`config.mk`:
```
export PLATFORM = sky130hd
export DESIGN_NAME = ov5640_stream_capture
export DESIGN_NICKNAME = d
export VERILOG_FILES = /design/src/rtl/ov5640_cap_pkg.sv /design/src/rtl/ov5640_stream_fifo.sv /design/src/rtl/ov5640_stream_capture.sv
export SDC_FILE = /design/constraint.sdc
export NUM_CORES = 1
export LEC_CHECK = 0
export ABC_AREA = 1
export BUFFER_PORTS_ARGS = -buffer_cell sky130_fd_sc_hd__buf_2
export CAP_MARGIN = 20
export CORE_UTILIZATION = 25
export CTS_CLUSTER_DIAMETER = 80
export DETAILED_ROUTE_END_ITERATION = 10
export PLACE_DENSITY_LB_ADDON = 0.12
export REMOVE_ABC_BUFFERS = 1
export SLEW_MARGIN = 5
export SYNTH_ARGS = -nofsm -noshare
export SYNTH_HDL_FRONTEND = slang
export SYNTH_SLANG_ARGS = --single-unit
```
`constraint.sdc`:
```
create_clock -name pclk -period 2.25 [get_ports pclk]
set_clock_uncertainty 0.1 [all_clocks]
set_input_delay 0.225 -clock pclk [delete_from_list [all_inputs] [get_ports pclk]]
set_output_delay 0.225 -clock pclk [all_outputs]
set_load 0.02 [all_outputs]
```
`src/rtl/ov5640_cap_pkg.sv`:
```
// OV5640 capture shared types and helpers.
// Pixel formats, capture FSM states and FIFO entry layout.
package ov5640_cap_pkg;

  localparam int unsigned OUT_RGB888 = 0;
  localparam int unsigned OUT_YUV422 = 1;
  localparam int unsigned ENTRY_W    = 34;

  typedef enum logic [1:0] {
    ST_WAIT_VS,
    ST_WAIT_SOF,
    ST_ACTIVE,
    ST_DROP
  } cap_state_e;

  typedef struct packed {
    logic [31:0] data;
    logic        user;
    logic        last;
  } fifo_entry_t;

  function automatic logic [23:0] rgb565_to_888(
    input logic [7:0] b0,
    input logic [7:0] b1
  );
    logic [4:0] r5;
    logic [5:0] g6;
    logic [4:0] b5;
    r5 = b0[7:3];
    g6 = {b0[2:0], b1[7:5]};
    b5 = b1[4:0];
    return {r5, r5[4:2], g6, g6[5:4], b5, b5[4:2]};
  endfunction

endpackage

```
`src/rtl/ov5640_stream_fifo.sv`:
```
// Show-ahead synchronous FIFO for captured pixel beats.
// Read data is forced to zero while empty so idle outputs stay clean.
module ov5640_stream_fifo #(
  parameter int unsigned DEPTH = 16,
  parameter int unsigned WIDTH = 34
) (
  input  logic             clk_i,
  input  logic             rst_ni,
  input  logic             push_i,
  input  logic [WIDTH-1:0] wdata_i,
  input  logic             pop_i,
  output logic [WIDTH-1:0] rdata_o,
  output logic             full_o,
  output logic             empty_o
);

  localparam int unsigned AW = $clog2(DEPTH);
  localparam logic [AW:0] FULL_CNT = (AW+1)'(DEPTH);

  logic [WIDTH-1:0] mem_q [DEPTH];
  logic [AW-1:0]    wr_q, rd_q;
  logic [AW:0]      cnt_q, cnt_d;
  logic             do_push, do_pop;

  assign empty_o = (cnt_q == '0);
  assign full_o  = (cnt_q == FULL_CNT);
  assign do_pop  = pop_i & ~empty_o;
  // a full FIFO still accepts a write when a read frees a slot
  assign do_push = push_i & (~full_o | do_pop);
  assign rdata_o = empty_o ? '0 : mem_q[rd_q];

  always_comb begin
    cnt_d = cnt_q;
    unique case ({do_push, do_pop})
      2'b10:   cnt_d = cnt_q + (AW+1)'(1);
      2'b01:   cnt_d = cnt_q - (AW+1)'(1);
      default: cnt_d = cnt_q;
    endcase
  end

  always_ff @(posedge clk_i or negedge rst_ni) begin
    if (!rst_ni) begin
      wr_q  <= '0;
      rd_q  <= '0;
      cnt_q <= '0;
    end else begin
      cnt_q <= cnt_d;
      if (do_push) wr_q <= wr_q + AW'(1);
      if (do_pop)  rd_q <= rd_q + AW'(1);
    end
  end

  always_ff @(posedge clk_i) begin
    if (do_push) mem_q[wr_q] <= wdata_i;
  end

endmodule

```
`src/rtl/ov5640_stream_capture.sv`:
```
// OV5640 DVP to AXI4-Stream capture with pixel FIFO,
// frame/line markers, counters and overflow recovery.
module ov5640_stream_capture
  import ov5640_cap_pkg::*;
#(
  parameter int unsigned OUT_MODE   = 0,
  parameter int unsigned FIFO_DEPTH = 16,
  parameter bit          VS_POL     = 1'b1,
  parameter int unsigned CNT_W      = 16
) (
  input  logic             pclk,
  input  logic             reset,
  input  logic             vsync,
  input  logic             href,
  input  logic [7:0]       d,
  output logic [31:0]      m_tdata,
  output logic [3:0]       m_tkeep,
  output logic             m_tuser,
  output logic             m_tlast,
  output logic             m_tvalid,
  input  logic             m_tready,
  input  logic             status_clr,
  output logic [CNT_W-1:0] frame_count,
  output logic [CNT_W-1:0] line_count,
  output logic [CNT_W-1:0] drop_count,
  output logic             overflow
);

  cap_state_e state_q, state_d;

  logic             vs_q, hr_q, hr_prev_q, vs_act_q;
  logic [7:0]       d_q, b0_q;
  logic             phase_q, sof_pend_q;
  logic             hold_v_q, hold_user_q;
  logic [31:0]      hold_data_q;
  logic [CNT_W-1:0] frame_q, line_q, drop_q;
  logic             ovf_q;

  logic        vs_act, vs_rise, vs_fall, hr_fall, pix_done;
  logic [31:0] pix_data;
  logic        push, push_last, pop, full, empty;
  logic        cap, sof, ovf_ev, frame_inc, line_inc;
  fifo_entry_t push_entry, pop_entry;

  assign vs_act   = (vs_q == VS_POL);
  assign vs_rise  = vs_act & ~vs_act_q;
  assign vs_fall  = ~vs_act & vs_act_q;
  assign hr_fall  = hr_prev_q & ~hr_q;
  assign pix_done = hr_q & phase_q;
  assign pop      = m_tvalid & m_tready;

  always_comb begin
    if (OUT_MODE == OUT_YUV422) pix_data = {16'h0000, b0_q, d_q};
    else pix_data = {8'h00, rgb565_to_888(b0_q, d_q)};
  end

  always_comb begin
    state_d   = state_q;
    push      = 1'b0;
    push_last = 1'b0;
    cap       = 1'b0;
    sof       = 1'b0;
    ovf_ev    = 1'b0;
    frame_inc = 1'b0;
    line_inc  = 1'b0;
    unique case (state_q)
      ST_WAIT_VS: begin
        if (vs_act) state_d = ST_WAIT_SOF;
      end
      ST_WAIT_SOF: begin
        if (vs_fall) begin
          state_d = ST_ACTIVE;
          sof     = 1'b1;
        end
      end
      ST_ACTIVE: begin
        if (vs_rise) begin
          state_d   = ST_WAIT_SOF;
          frame_inc = 1'b1;
        end else begin
          cap       = pix_done;
          push      = hold_v_q & (pix_done | hr_fall);
          push_last = hr_fall;
          // a held pixel with nowhere to go aborts the frame
          if (push && full && !pop) begin
            push    = 1'b0;
            cap     = 1'b0;
            ovf_ev  = 1'b1;
            state_d = ST_DROP;
          end else begin
            line_inc = push & hr_fall;
          end
        end
      end
      ST_DROP: begin
        if (vs_rise) state_d = ST_WAIT_SOF;
      end
      default: state_d = ST_WAIT_VS;
    endcase
  end

  always_ff @(posedge pclk or negedge reset) begin
    if (!reset) begin
      state_q   <= ST_WAIT_VS;
      vs_q      <= 1'b0;
      hr_q      <= 1'b0;
      d_q       <= '0;
      hr_prev_q <= 1'b0;
      vs_act_q  <= 1'b0;
      phase_q   <= 1'b0;
      b0_q      <= '0;
    end else begin
      state_q   <= state_d;
      vs_q      <= vsync;
      hr_q      <= href;
      d_q       <= d;
      hr_prev_q <= hr_q;
      vs_act_q  <= vs_act;
      phase_q   <= hr_q & ~phase_q;
      if (hr_q && !phase_q) b0_q <= d_q;
    end
  end

  always_ff @(posedge pclk or negedge reset) begin
    if (!reset) begin
      hold_v_q    <= 1'b0;
      hold_user_q <= 1'b0;
      hold_data_q <= '0;
      sof_pend_q  <= 1'b0;
    end else begin
      if (state_d != ST_ACTIVE) begin
        hold_v_q <= 1'b0;
      end else if (cap) begin
        hold_v_q    <= 1'b1;
        hold_data_q <= pix_data;
        hold_user_q <= sof_pend_q;
      end else if (push && push_last) begin
        hold_v_q <= 1'b0;
      end
      if (sof) sof_pend_q <= 1'b1;
      else if (cap) sof_pend_q <= 1'b0;
    end
  end

  always_ff @(posedge pclk or negedge reset) begin
    if (!reset) begin
      frame_q <= '0;
      line_q  <= '0;
      drop_q  <= '0;
      ovf_q   <= 1'b0;
    end else begin
      if (frame_inc) frame_q <= frame_q + CNT_W'(1);
      if (sof) line_q <= '0;
      else if (line_inc) line_q <= line_q + CNT_W'(1);
      // an overflow in the same cycle as a clear keeps the flag set
      if (ovf_ev) begin
        ovf_q <= 1'b1;
        if (drop_q != '1) drop_q <= drop_q + CNT_W'(1);
      end else if (status_clr) begin
        ovf_q  <= 1'b0;
        drop_q <= '0;
      end
    end
  end

  assign push_entry = '{data: hold_data_q, user: hold_user_q,
                        last: push_last};

  ov5640_stream_fifo #(
    .DEPTH (FIFO_DEPTH),
    .WIDTH (ENTRY_W)
  ) u_fifo (
    .clk_i   (pclk),
    .rst_ni  (reset),
    .push_i  (push),
    .wdata_i (push_entry),
    .pop_i   (pop),
    .rdata_o (pop_entry),
    .full_o  (full),
    .empty_o (empty)
  );

  assign m_tvalid    = ~empty;
  assign m_tdata     = pop_entry.data;
  assign m_tuser     = pop_entry.user;
  assign m_tlast     = pop_entry.last;
  assign m_tkeep     = 4'hF;
  assign frame_count = frame_q;
  assign line_count  = line_q;
  assign drop_count  = drop_q;
  assign overflow    = ovf_q;

endmodule

```
# Word-level counts from Yosys, hierarchy flattened
# Memory sizes are Yosys's and may differ from the RTL's.
# Index checks and enable logic that the tools add are counted.
[totals]
ff_bits = 112
mem_bits_rw = 416
input_bits = 14
output_inout_bits = 88
mem_count = 1
[mem_list]
columns = ["memory", "depth", "width", "rd", "rd_ports_with_merged_regs", "write_ports", "line_no", "rtl"]
rows = [
  ["u_fifo.mem_q", 16, 26, 1, 0, 1, "ov5640_stream_fifo.sv:20", "logic [WIDTH-1:0] mem_q [DEPTH];"],
]
[op_classes]
add_sub_neg = 7
n_eq_ne = 9
n_mux = 40
n_bitwise = 19
n_reduce_logical = 15
[ops]
columns = ["operator", "n"]
rows = [
  ["16-bit 2-to-1 mux", 5],
  ["16-bit by 1-bit adder with 16-bit output (second input constant)", 3],
  ["34-bit 2-to-1 mux", 1],
  ["1-bit 2-to-1 mux", 27],
  ["16-bit != test (second input constant)", 1],
  ["1-bit AND", 10],
  ["2-bit 2-to-1 mux", 5],
  ["5-bit one-hot mux with 2 select lines", 1],
  ["4-bit by 1-bit adder with 4-bit output (second input constant)", 2],
  ["2-bit one-hot mux with 4 select lines", 1],
  ["2-bit nonzero test", 4],
  ["1-bit NOT", 7],
  ["2-bit == test (second input constant)", 3],
  ["5-bit by 1-bit adder with 5-bit output (second input constant)", 1],
  ["5-bit == test (second input constant)", 1],
  ["5-bit logical NOT", 1],
  ["5-bit by 1-bit subtractor with 5-bit output (second input constant)", 1],
  ["2-bit by 1-bit == test with 1-bit output (second input constant)", 2],
  ["1-bit logical AND", 4],
  ["2-bit AND reduction", 2],
  ["3-bit nonzero test", 1],
  ["1-bit logical NOT", 2],
  ["2-bit logical NOT", 1],
  ["2-bit by 1-bit != test with 1-bit output (second input constant)", 1],
  ["other kinds (2)", 3],
]

# Longest topological paths before layout
[depth]
word_depth = 13
ltp_mapped = 18
depth_no_buf = 18

# By module
# A second synthesis with hierarchy kept.
[hier_totals]
cells_unflattened = 2440
area_unflattened_um2 = 27313.7
[by_module_without_submodules]
columns = ["mod", "n_inst", "cells_each", "area_each_um2"]
rows = [
  ["ov5640_stream_fifo", 1, 1889, 22728.0],
  ["ov5640_stream_capture", 1, 551, 4585.6],
]

# Worst setup path before layout
# No wires, ideal clock.
[synth_timing]
path_kind = "register -> register"
startpoint = "register vs_q, in the netlist vs_act"
endpoint = "memory u_fifo.mem_q[11][0] (netlist name), enable pin"
setup_ps = 393
t_arrival_ps = 1924
t_required_ps = 1757
path_slack_ps = -166
path_stages_with_launch = 8
synth_period_minus_slack_ps = 2416
path_cell_list = "dfrtp_1 -> inv_2 -> nor2_2 -> nor3_4 -> inv_1 -> nor2_4 -> nand2_1 -> nor2_1"
[synth_via]
elab_chain_len = 6
[synth_lines]
columns = ["item", "line_no", "rtl"]
rows = [
  ["start, declared", "ov5640_stream_capture.sv:31", "logic vs_q, hr_q, hr_prev_q, vs_act_q;"],
  ["start signal, assigned", "ov5640_stream_capture.sv:114", "vs_q <= vsync;"],
  ["1-bit AND", "ov5640_stream_capture.sv:46", "assign vs_rise = vs_act & ~vs_act_q;"],
  ["1-bit 2-to-1 mux", "ov5640_stream_capture.sv:77", "if (vs_rise) begin"],
  ["1-bit 2-to-1 mux", "ov5640_stream_capture.sv:66", "unique case (state_q)"],
  ["1-bit AND", "ov5640_stream_fifo.sv:29", "assign do_push = push_i & (~full_o | do_pop);"],
  ["1-bit 2-to-1 mux", "ov5640_stream_fifo.sv:54", "if (do_push) mem_q[wr_q] <= wdata_i;"],
  ["1-bit 2-to-1 mux (implied by the code)", "ov5640_stream_fifo.sv:54", ""],
  ["end, declared", "ov5640_stream_fifo.sv:20", ""],
]
# Every way passes these cells.

# Worst setup path in the final report
[layout_timing]
startpoint = "register u_fifo.rd_q[0]"
endpoint = "output m_tdata[16]"
[layout_via]
elab_chain_len = 2
[layout_lines]
columns = ["item", "line_no", "rtl"]
rows = [
  ["start, declared", "ov5640_stream_fifo.sv:21", "logic [AW-1:0] wr_q, rd_q;"],
  ["start signal, assigned", "ov5640_stream_fifo.sv:49", "if (do_pop) rd_q <= rd_q + AW'(1);"],
  ["memory 16 x 26 bit", "-", ""],
  ["34-bit 2-to-1 mux", "ov5640_stream_fifo.sv:30", "assign rdata_o = empty_o ? '0 : mem_q[rd_q];"],
  ["end, declared", "ov5640_stream_capture.sv:16", "output logic [31:0] m_tdata,"],
]
# Every way passes these cells.

==> impl_table.tex <==
\begin{tabular}{lr}
\hline
Metric & Value \\
\hline
\multicolumn{2}{l}{\textbf{GRT}} \\
Aggregate global routing overflow & 0 \\
Initial antenna violation count & 3 \\
Maximum number of pins on one net before global-route repair & 65 \\
Global router's overall resource usage & between 10\% and 20\% \\
Vias in the first global route & 12.07k \\
First-pass GRT wire length & approximately 77 mm \\
\multicolumn{2}{l}{\textbf{Worst setup path}} \\
Classification of the worst setup path & reg2out \\
End of the worst register-to-register path & u\_fifo.cnt\_q[4]\$\_DFFE\_PN0P\_ \\
Flop2flop setup slack & around 0.090 ns \\
Highest fanout seen on the critical path & 12 \\
Kind of end point of the critical path & output pin \\
FF-to-FF Start & hr\_q\$\_DFF\_PN0\_ \\
R2r worst-path depth & 18 \\
Arrival time reported for the critical path endpoint & 2.31 ns \\
Setup crit start kind & register \\
Worst EP required & 1.92 ns \\
\multicolumn{2}{l}{\textbf{Yosys}} \\
Top FF cell, synth & edfxtp\_1 \\
Top cell type by total area after synthesis & edfxtp\_1 \\
Number of synthesized flops with an enable pin & between 200 and 300 \\
Post-synthesis sequential element count & around 400 \\
Synth Instances & between 1.5k and 2k \\
Synth async-reset ratio & 26.53\% \\
Sequential fraction of the synthesis area & between 60\% and 70\% \\
Warnings from Yosys & 0 \\
Per-instance average area after synthesis & $\sim$11 um\^{}2 \\
Most common cell in the netlist & nand2\_1 \\
Number of distinct standard cells referenced by the synthesized netlist & 42 \\
Top cells by area, synth & edfxtp\_1 (51\%), dfrtp\_1 (15\%), nand2\_1 (11\%), nand3\_1 (7.4\%), nor2\_1 (1.6\%) \\
Top cell types by occurrence after synthesis & nand2\_1 (497), edfxtp\_1 (288), nand3\_1 (248) \\
Cell area after technology mapping & roughly 17,000 um\^{}2 \\
Share of the synthesized area in the top cell type & between 50\% and 60\% \\
\multicolumn{2}{l}{\textbf{Clock tree}} \\
Clock tree from TritonCTS & yes \\
Clock-pin transition on the worst setup and hold timing paths & around 0.06 ns \\
Number of clock buffers inserted by TritonCTS & 47 \\
H-tree levels & 2 \\
Clk root buf & clkbuf\_16 \\
Clock latency on the worst-skew pair & a little over 0.6 ns \\
Clock tree buffer depth & 3 \\
Sinks on the clock net & between 300 and 400 \\
\multicolumn{2}{l}{\textbf{Pwr}} \\
Peak supply drop & around 650 uV \\
Power Total & about 28 mW \\
LEAKAGE & around 8.8 nW \\
Power density over cell area & 1253 nW/um\^{}2 \\
\multicolumn{2}{l}{\textbf{Finish}} \\
Fraction of layout instances using a drive strength above 1 & 25.68\% \\
Post-layout instance count excluding filler cells & $\sim$2.7k \\
Post-layout nets & 1,813 \\
Fraction of the core area covered by cells at the end of the flow & about a third \\
Total of fill cells in the finished design & between 6k and 7k \\
Area added between synthesis and finish & 31.26\% \\
\multicolumn{2}{l}{\textbf{Routing}} \\
DR DRC count & 0 \\
Aggregate routed wire length & 52.18 mm \\
First-pass detailed-route iteration total & 5 \\
Count of nets left with antenna violations after detail routing & 0 \\
Post-detailed-route via-to-cell ratio & 4.493 \\
Routed wire per std cell & roughly 19 um \\
Initial DRC count & around 700 \\
Overall via count from detail\_route & between 10k and 15k \\
\multicolumn{2}{l}{\textbf{STA}} \\
Final setup viols & 26 \\
Final worst path period share & 117.2\% \\
Worst hold margin & between 0.06 and 0.07 ns \\
Max Freq & between 300 and 400 MHz \\
Total negative slack for setup checks & -9.027 ns \\
Minimum clock period after layout & approximately 2.6 ns \\
Worst relative slew slack & a little under half \\
Unrepaired setup endpoints after global routing & true \\
Hold Fails Final Rpt & 0 \\
Max-slew violations & 0 \\
Worst setup slack after layout & -0.3876 ns \\
Worst-margin pin slew & between 0.8 and 0.9 ns \\
\multicolumn{2}{l}{\textbf{Die}} \\
Number of top-level pins & 102 \\
\# rows & 94 \\
Area of the core & between 60,000 and 70,000 um\^{}2 \\
Die height & approximately 260 um \\
Initial cell density of the core & roughly a quarter \\
Die Footprint & 68,460 um\^{}2 \\
Die Wd & 261.6 um \\
\multicolumn{2}{l}{\textbf{Placed design}} \\
Number of placed cells counting well taps & 2,556 \\
Port Buf Inserts & a little under 90 \\
Post-detailed-placement half-perimeter wirelength & 31.01 mm \\
Weighted congestion reported at the end of routability-driven placement & between 0.7 and 0.8 \\
\multicolumn{2}{l}{\textbf{Run status}} \\
Status & complete, but fails checks \\
Violations in the final reports & negative setup slack \\
\multicolumn{2}{l}{\textbf{Hold path}} \\
Path category of the worst min-delay check & in2async \\
\multicolumn{2}{l}{\textbf{Job}} \\
Number of max-cap violations & 0 \\
\hline
\end{tabular}
-- cell families after synthesis --
logic type | Yosys count | synth area share [%]
AOI/OAI and AO/OA | 104 | 3.556
xor gates and xnor gates | 34 | 1.767
buffers and inverters | 161 | 4.365
adders and majority gates | 12 | 0.8908
DFF | 392 | 66.76
other | 2 | 0.04456
and+or+nand+nor | 877 | 22.62
-- where the power goes --
group / total [mW] / internal (mW) / switching [mW] / leakage, nW
clock: 7.83 / 4.65 / 3.17 / 0.787
combinational: 10.3 / 4.44 / 5.89 / 4.05
sequential: 9.56 / 8.67 / 0.886 / 3.98
total: 27.7 / 17.8 / 9.95 / 8.82
-- worst max path at each step --
| stage | start | slack, ns | cells after the start | endpoint |
|---|---|---|---|---|
| after floorplan | u_fifo.rd_q[0]$_DFFE_PN0P_ | -3.00 | 6 | m_tdata[0] |
| after global placement | hr_q$_DFF_PN0_ | -0.02 | 18 | u_fifo.cnt_q[4]$_DFFE_PN0P_ |
| after detailed placement | hr_q$_DFF_PN0_ | -0.03 | 16 | u_fifo.cnt_q[3]$_DFFE_PN0P_ |
| after CTS | u_fifo.rd_q[0]$_DFFE_PN0P_ | -0.45 | 7 | m_tdata[23] |
| after global routing | u_fifo.rd_q[0]$_DFFE_PN0P_ | -0.50 | 10 | m_tdata[17] |
| final | u_fifo.rd_q[0]$_DFFE_PN0P_ | -0.39 | 9 | m_tdata[16] |
-- metal layers --
layer	global-route usage [%]	up-vias	wire length, um	part of all wire [%]
met5	0	-	0	0
met4	4.118	0	1086	2.1
met3	2.353	71	1889	3.6
met2	24.65	216	24830	48
met1	20.38	6022	24380	47
li1	-	5790	-	-
-- layout make-up --
cell class | instances | area [um^2] | area share, %
diodes | 3 | 7.507 | 0.03393
clock buffers | 67 | 1351 | 6.108
clock inverters | 21 | 232.7 | 1.052
inverters | 72 | 280.3 | 1.267
multi-input cells | 1039 | 5485 | 24.79
flip-flops and latches | 392 | 11260 | 50.89
well taps | 864 | 1081 | 4.887
repair buffers | 235 | 2426 | 10.97
-- through the flow --
stage / worst slack [ns] / cell area [um^2]
CTS: -0.4472 / 21130
floorplan: -3.002 / 16430
detailed placement: -0.02834 / 19110
finish: -0.3876 / 22120
global placement: -0.02055 / 19110
global route: -0.4974 / 22120
-- worst max-delay path: stages (launching register included) --
cell and delay [ns]:
dfrtp_4 0.54, buf_12 0.18, buf_16 0.15, buf_12 0.15, nand2_1 0.05, nand3_1 0.11, nand3_2 0.09, a21oi_2 0.06
o21a_1 0.22, buf_4 0.16
-- flip-flops by register name, summed over array words and instances, names as in the netlist --
| signal | count |
|---|---|
| b0_q | 8 |
| d_q | 8 |
| drop_count | 16 |
| frame_count | 16 |
| hold_data_q | 16 |
| hold_user_q | 1 |
| hold_v_q | 1 |
| hr_prev_q | 1 |
| hr_q | 1 |
| line_count | 16 |
| overflow | 1 |
| phase_q | 1 |
| sof_pend_q | 1 |
| state_q | 2 |
| u_fifo.cnt_q | 5 |
| u_fifo.mem_q | 288 |
| u_fifo.rd_q | 4 |
| u_fifo.wr_q | 4 |
| vs_act | 1 |
| vs_act_q | 1 |
-- layout by cell type, fill, tap and decap left out, types with 12 or more instances in the layout --
master         instances
nand2_2               31
buf_4                 81
nor2_2                18
buf_12                35
nand2_1              471
edfxtp_1             288
dfrtp_1              100
inv_1                 62
nand3_1              185
nand4_1               24
buf_2                 63
xor2_1                24
a21oi_1               16
nor2_1                58
nand3_2               65
o21a_1                16
o21ai_1               15
clkbuf_16             56
buf_6                 27
conb_1                12
o21ai_0               21
a21oi_2               25
dlygate4sd3_1         14
-- timing repair --
| item | 4_1_cts | 5_1_grt |
|---|---|---|
| pin swaps | 8 | 66 |
| hold buffers | 14 | 0 |
| gates cloned | 1 | 11 |
| setup endpoints to repair | 29 | 59 |
| gates resized for setup | 63 | 141 |
| hold endpoints to repair | 117 | 0 |
| buffers inserted | 7 | 13 |
(Power assumes the default switching activity.)
